==> src/rtl/cgra0_rd_arbiter.sv <==
// Round-robin read arbiter: one memory read outstanding at a time, data broadcast with one-hot valid.
// Optional read timeout is compiled in with `define CGRA0_RD_ARB_TIMEOUT_EN.
module cgra0_rd_arbiter #(
    parameter int NREQ = 9,
    parameter int DW   = 512
) (
    input  logic            clk,
    input  logic            rst,
    input  logic [NREQ-1:0] req_en,
    input  logic [NREQ-1:0] req,
    input  logic            available_read,
    output logic            req_rd_data,
    input  logic [DW-1:0]   rd_data,
    input  logic            rd_data_valid,
    output logic [DW-1:0]   rd_data_out,
    output logic [NREQ-1:0] rd_data_valid_out,
    output logic [3:0]      grant_id,
    output logic            busy,
    output logic            timeout_err,
    output logic [1:0]      dbg_state
);

    // Handshake: req is a level held until the owner sees its rd_data_valid_out bit;
    // req_rd_data is a one-cycle pulse issued only when available_read was high at arbitration.
    typedef enum logic [1:0] {
        S_IDLE = 2'd0,
        S_WAIT = 2'd1,
        S_RESP = 2'd2
    } state_t;

    state_t            r_state;
    state_t            w_next;
    logic [3:0]        r_last_grant;
    logic [3:0]        r_grant_id;
    logic [3:0]        w_winner;
    logic              w_any;
    logic              w_arb;
    logic              w_timeout;
    logic              r_req_rd_data;
    logic [DW-1:0]     r_rd_data;
    logic [NREQ-1:0]   r_valid_out;
    logic [NREQ-1:0]   w_active;
    logic [NREQ-1:0]   w_one;

    assign w_active = req & req_en;
    assign w_one    = {{(NREQ-1){1'b0}}, 1'b1};

    // Two passes: indices above last_grant first, then wrap to the low indices.
    always_comb begin
        w_any    = 1'b0;
        w_winner = 4'd0;
        for (int j = 0; j < NREQ; j++) begin
            if (!w_any && w_active[j] && (j > int'(r_last_grant))) begin
                w_any    = 1'b1;
                w_winner = 4'(j);
            end
        end
        for (int j = 0; j < NREQ; j++) begin
            if (!w_any && w_active[j] && (j <= int'(r_last_grant))) begin
                w_any    = 1'b1;
                w_winner = 4'(j);
            end
        end
    end

    always_comb begin
        w_next = r_state;
        w_arb  = 1'b0;
        case (r_state)
            S_IDLE: begin
                if (available_read && w_any) begin
                    w_next = S_WAIT;
                    w_arb  = 1'b1;
                end
            end
            S_WAIT: begin
                if (rd_data_valid) begin
                    w_next = S_RESP;
                end else if (w_timeout) begin
                    w_next = S_IDLE;
                end
            end
            S_RESP:  w_next = S_IDLE;
            default: w_next = S_IDLE;
        endcase
    end

    always_ff @(posedge clk) begin
        if (rst) begin
            r_state <= S_IDLE;
        end else begin
            r_state <= w_next;
        end
    end

    always_ff @(posedge clk) begin
        if (rst) begin
            r_req_rd_data <= 1'b0;
            r_grant_id    <= 4'd0;
            r_last_grant  <= 4'(NREQ - 1);
            r_rd_data     <= '0;
            r_valid_out   <= '0;
        end else begin
            r_req_rd_data <= w_arb;
            if (w_arb) begin
                r_grant_id <= w_winner;
            end
            // Valid is only ever set on the WAIT->RESP edge, so it self-clears after RESP.
            if (r_state == S_WAIT && rd_data_valid) begin
                r_rd_data    <= rd_data;
                r_valid_out  <= w_one << r_grant_id;
                r_last_grant <= r_grant_id;
            end else begin
                r_valid_out  <= '0;
            end
        end
    end

`ifdef CGRA0_RD_ARB_TIMEOUT_EN
    logic [9:0] r_timer;
    logic       r_timeout_err;

    assign w_timeout = (r_timer == 10'h3FF);

    always_ff @(posedge clk) begin
        if (rst) begin
            r_timer       <= 10'd0;
            r_timeout_err <= 1'b0;
        end else begin
            if (w_arb) begin
                r_timer <= 10'd0;
            end else if (r_state == S_WAIT && !rd_data_valid) begin
                r_timer <= r_timer + 10'd1;
                if (w_timeout) begin
                    r_timeout_err <= 1'b1;
                end
            end
        end
    end

    assign timeout_err = r_timeout_err;
`else
    assign w_timeout   = 1'b0;
    assign timeout_err = 1'b0;
`endif

    assign req_rd_data       = r_req_rd_data;
    assign rd_data_out       = r_rd_data;
    assign rd_data_valid_out = r_valid_out;
    assign grant_id          = r_grant_id;
    assign busy              = (r_state != S_IDLE);
    assign dbg_state         = r_state;

endmodule

==> config.mk <==
export PLATFORM = sky130hd
export DESIGN_NAME = cgra0_rd_arbiter
export DESIGN_NICKNAME = d
export VERILOG_FILES = /design/src/rtl/cgra0_rd_arbiter.sv
export SDC_FILE = /design/constraint.sdc
export NUM_CORES = 1
export LEC_CHECK = 0
export CORE_AREA = 2 2 420 422
export DETAILED_ROUTE_END_ITERATION = 7
export DIE_AREA = 0 0 422 424
export HOLD_SLACK_MARGIN = 0.08
export SYNTH_ARGS = -nofsm -noshare
export SYNTH_HDL_FRONTEND = slang
export SYNTH_SLANG_ARGS = --single-unit
==> constraint.sdc <==
create_clock -name clk -period 3.4 [get_ports clk]
set_input_delay 0.68 -clock clk [delete_from_list [all_inputs] [get_ports clk]]
set_output_delay 0.68 -clock clk [all_outputs]
set_load 0.02 [all_outputs]
==> out/qor.txt <==
hold crit path type: reg -> reg
Max FO, Critical Path: 8
Final Max Tran Viols: 0
Main synth FF type: dfxtp_1
CTS tree: done
WS Path Type: reg -> out
largest net degree at the start of global routing: 76
share of cells above drive strength 1: 7.60%
Slew @ Worst Pin: 0.765 ns
Final Hold Viols: 0
Vias/cell: 3.47
Rel. slew slack: 48.8%
final core occ: 18.6%
Hold Buf Count CTS: 0
cell area after synthesis: 0.0163 mm^2
GP Congestion: 0.871
core area: 0.175 mm^2
CP delay by family, top: buffers and inverters
DR vias: 16500
area grow syn2layout: 99.5%
initial DRC count: 1229
PostCTS Resize Cnt: 0
Yosys top cell by area: dfxtp_1
postcts setup bufs: 0
fin crit share: 82.4%
post-synth cell types: 53
first-pass GRT wire length: 176000 um
Bufs and invs on worst path: 1
row cnt: 154
Peak VDD IR: 295 uV
CP peak stage delay: 0.81 ns
power per cell area: 526 mW/mm^2
clk buf depth: 3
clock latency on the worst-skew pair: 0.70 ns
mean routed wirelength per cell: 29.7 um
P_leak: 11.7 nW
final setup fails: 0
I/O pin cnt: 1064
die width: 422 um
GR Overflow Total: 0
Die Area: 0.179 mm^2
register bit total from synthesis: 532
EDFF count, synth: 0
TNS Setup: 0 ns
Reg2Reg Depth: 5
WHS Path Cells: 1
unrepaired setup endpoints after global routing: false
sequential share of the synthesized area: 65.1%
clock sink count: 532
Yosys warning total: 0
stages on the worst setup path: 1
Cell Chain, Critical Path: clkdlybuf4s50_1
Area contributors post-synth: dfxtp_1 (65%), a22o_1 (27%), clkbuf_1 (2.4%)
Post-synth ARST share: 0%
final setup margin: 0.599 ns
initial antenna violation count: 130
Post-Route WL: 141000 um
Root Driver: clkbuf_16
# Max-Cap Violations: 0
DP HPWL: 121000 um
vias in the first global route: 16000
DR pass1 iterations: 5
WP data required: 2.72 ns
Clock Skew: 0.0395 ns
CP Launch Type: flop
Crit. End Element: output port
Final ANT Viol Nets: 0
total global-route track usage: 15.1%
CP max stage cell: clkdlybuf4s50_1
minimum clock period: 2.80 ns
fmax: 357 MHz
CTS Buf Count: 69
Die H: 424 um
Clk pin slew, worst setup/hold paths: 0.06 ns
initial core utilization: 9.34%
drc violations: 0
cell count after synthesis: 1278
PortBufs: 1062
pre-CTS setup slack: 0.348 ns
fin nets: 2875
worst endpoint data arrival time: 2.12 ns
H-tree levels: 3
syn_nets: 1812
Mean Syn Cell Area: 12.8 um^2
status: finished clean
top-area cell type share of the netlist area: 65.1%
==> flip-flops by register name (all words and copies together) (netlist names) <==
signal,flops
grant_id,4
dbg_state,2
rd_data_valid_out,9
req_rd_data,1
r_last_grant,4
rd_data_out,512
==> cell type report <==
| cell class | instances | area (um^2) |
|---|---|---|
| Antenna cell | 15 | 37.5 |
| Clock buffer | 91 | 1950 |
| Clock inverter | 35 | 528 |
| Fill cell | 19200 | 142000 |
| Inverter | 5 | 26.3 |
| Multi-Input combinational cell | 621 | 5200 |
| Sequential cell | 532 | 10700 |
| Tap cell | 2340 | 2930 |
| Timing Repair Buffer | 1112 | 11300 |
==> power breakdown <==
| part | internal (mW) | leakage [nW] | switching, mW | total, mW |
|---|---|---|---|---|
| Combinational | 1.21 | 6.20 | 1.17 | 2.37 |
| Sequential | 6.49 | 4.32 | 0.172 | 6.66 |
| Clock | 4.85 | 1.20 | 3.25 | 8.10 |
==> cells in the mapped netlist (2+ instances only) <==
cell type,count
nand3_1,4
o311ai_1,2
inv_1,5
buf_1,7
nor2b_1,2
or3_1,2
nand4_1,2
nor4_1,4
buf_2,2
o21ai_0,3
o41ai_1,2
buf_6,3
clkbuf_1,106
nor2_1,13
or4_1,2
a211oi_1,2
nand2_1,20
and3_1,3
a2111oi_0,4
o22ai_1,3
nor3_1,9
dfxtp_1,532
o2bb2ai_1,2
o32ai_1,2
a41oi_1,2
a22o_1,513
==> cells in the final DEF (no fill, tap or decap), drive strengths merged, types with 2 or more instances in the layout <==
cell type / instances
clkdlybuf4s50: 1062
dfxtp: 532
a22o: 513
clkbuf: 91
buf: 50
nand2: 20
diode: 15
nor2: 13
inv: 12
clkinv: 11
bufinv: 10
nor3: 9
clkinvlp: 7
nor4: 5
nand3: 4
a2111oi: 4
or3: 4
and3: 3
o22ai: 3
o21ai: 3
o311ai: 2
nor2b: 2
o32ai: 2
nand4: 2
or4: 2
a211oi: 2
o2bb2ai: 2
o41ai: 2
a41oi: 2
nand3b: 2
a211o: 2
==> routing by layer <==
layer  track usage [%]  routed length (um)  share of wire (%)
met5                 0                 154               0.11
met4              5.46                5220                3.7
met3              11.2               23100                 16
met2              24.7               65900                 47
met1              14.5               46700                 33
==> path summary, 6_finish.rpt <==
| kind | start | end | slack, ns |
|---|---|---|---|
| max | grant_id[0] | grant_id[0] | 0.60 |
| min | rd_data_out[321] | rd_data_out[321] | 0.47 |
| max reg2reg | r_last_grant[2] | grant_id[0] | 0.99 |
| min reg2reg | rd_data_out[321] | rd_data_out[321] | 0.47 |
==> cells by family (layout without fill, tap and decap cells) <==
kind of cell / count (synthesis) / in the layout / share of synthesized area, %
AND/OR/NAND/NOR: 70 / 70 / 2.33
other: 1 / 16 / 0.0229
flip-flops: 532 / 532 / 65.1
buffers and inverters: 125 / 1243 / 3.11
AO/OA/AOI/OAI: 550 / 550 / 29.4
==> stage by stage <==
step / area [um^2] / total power [mW] / hold slack, ns / std cells
after global routing: 32600 / 17.8 / 0.488 / 4747
final: 32600 / 17.1 / 0.474 / 4751
after detailed placement: 30100 / 9.18 / 0.463 / 4610
after floorplan: 16300 / 7.50 / 0.541 / 1278
after global placement: 30100 / 9.17 / 0.462 / 4610
after CTS: 32600 / 17.4 / 0.475 / 4736
Note: power is estimated with default switching activity, not from simulation.
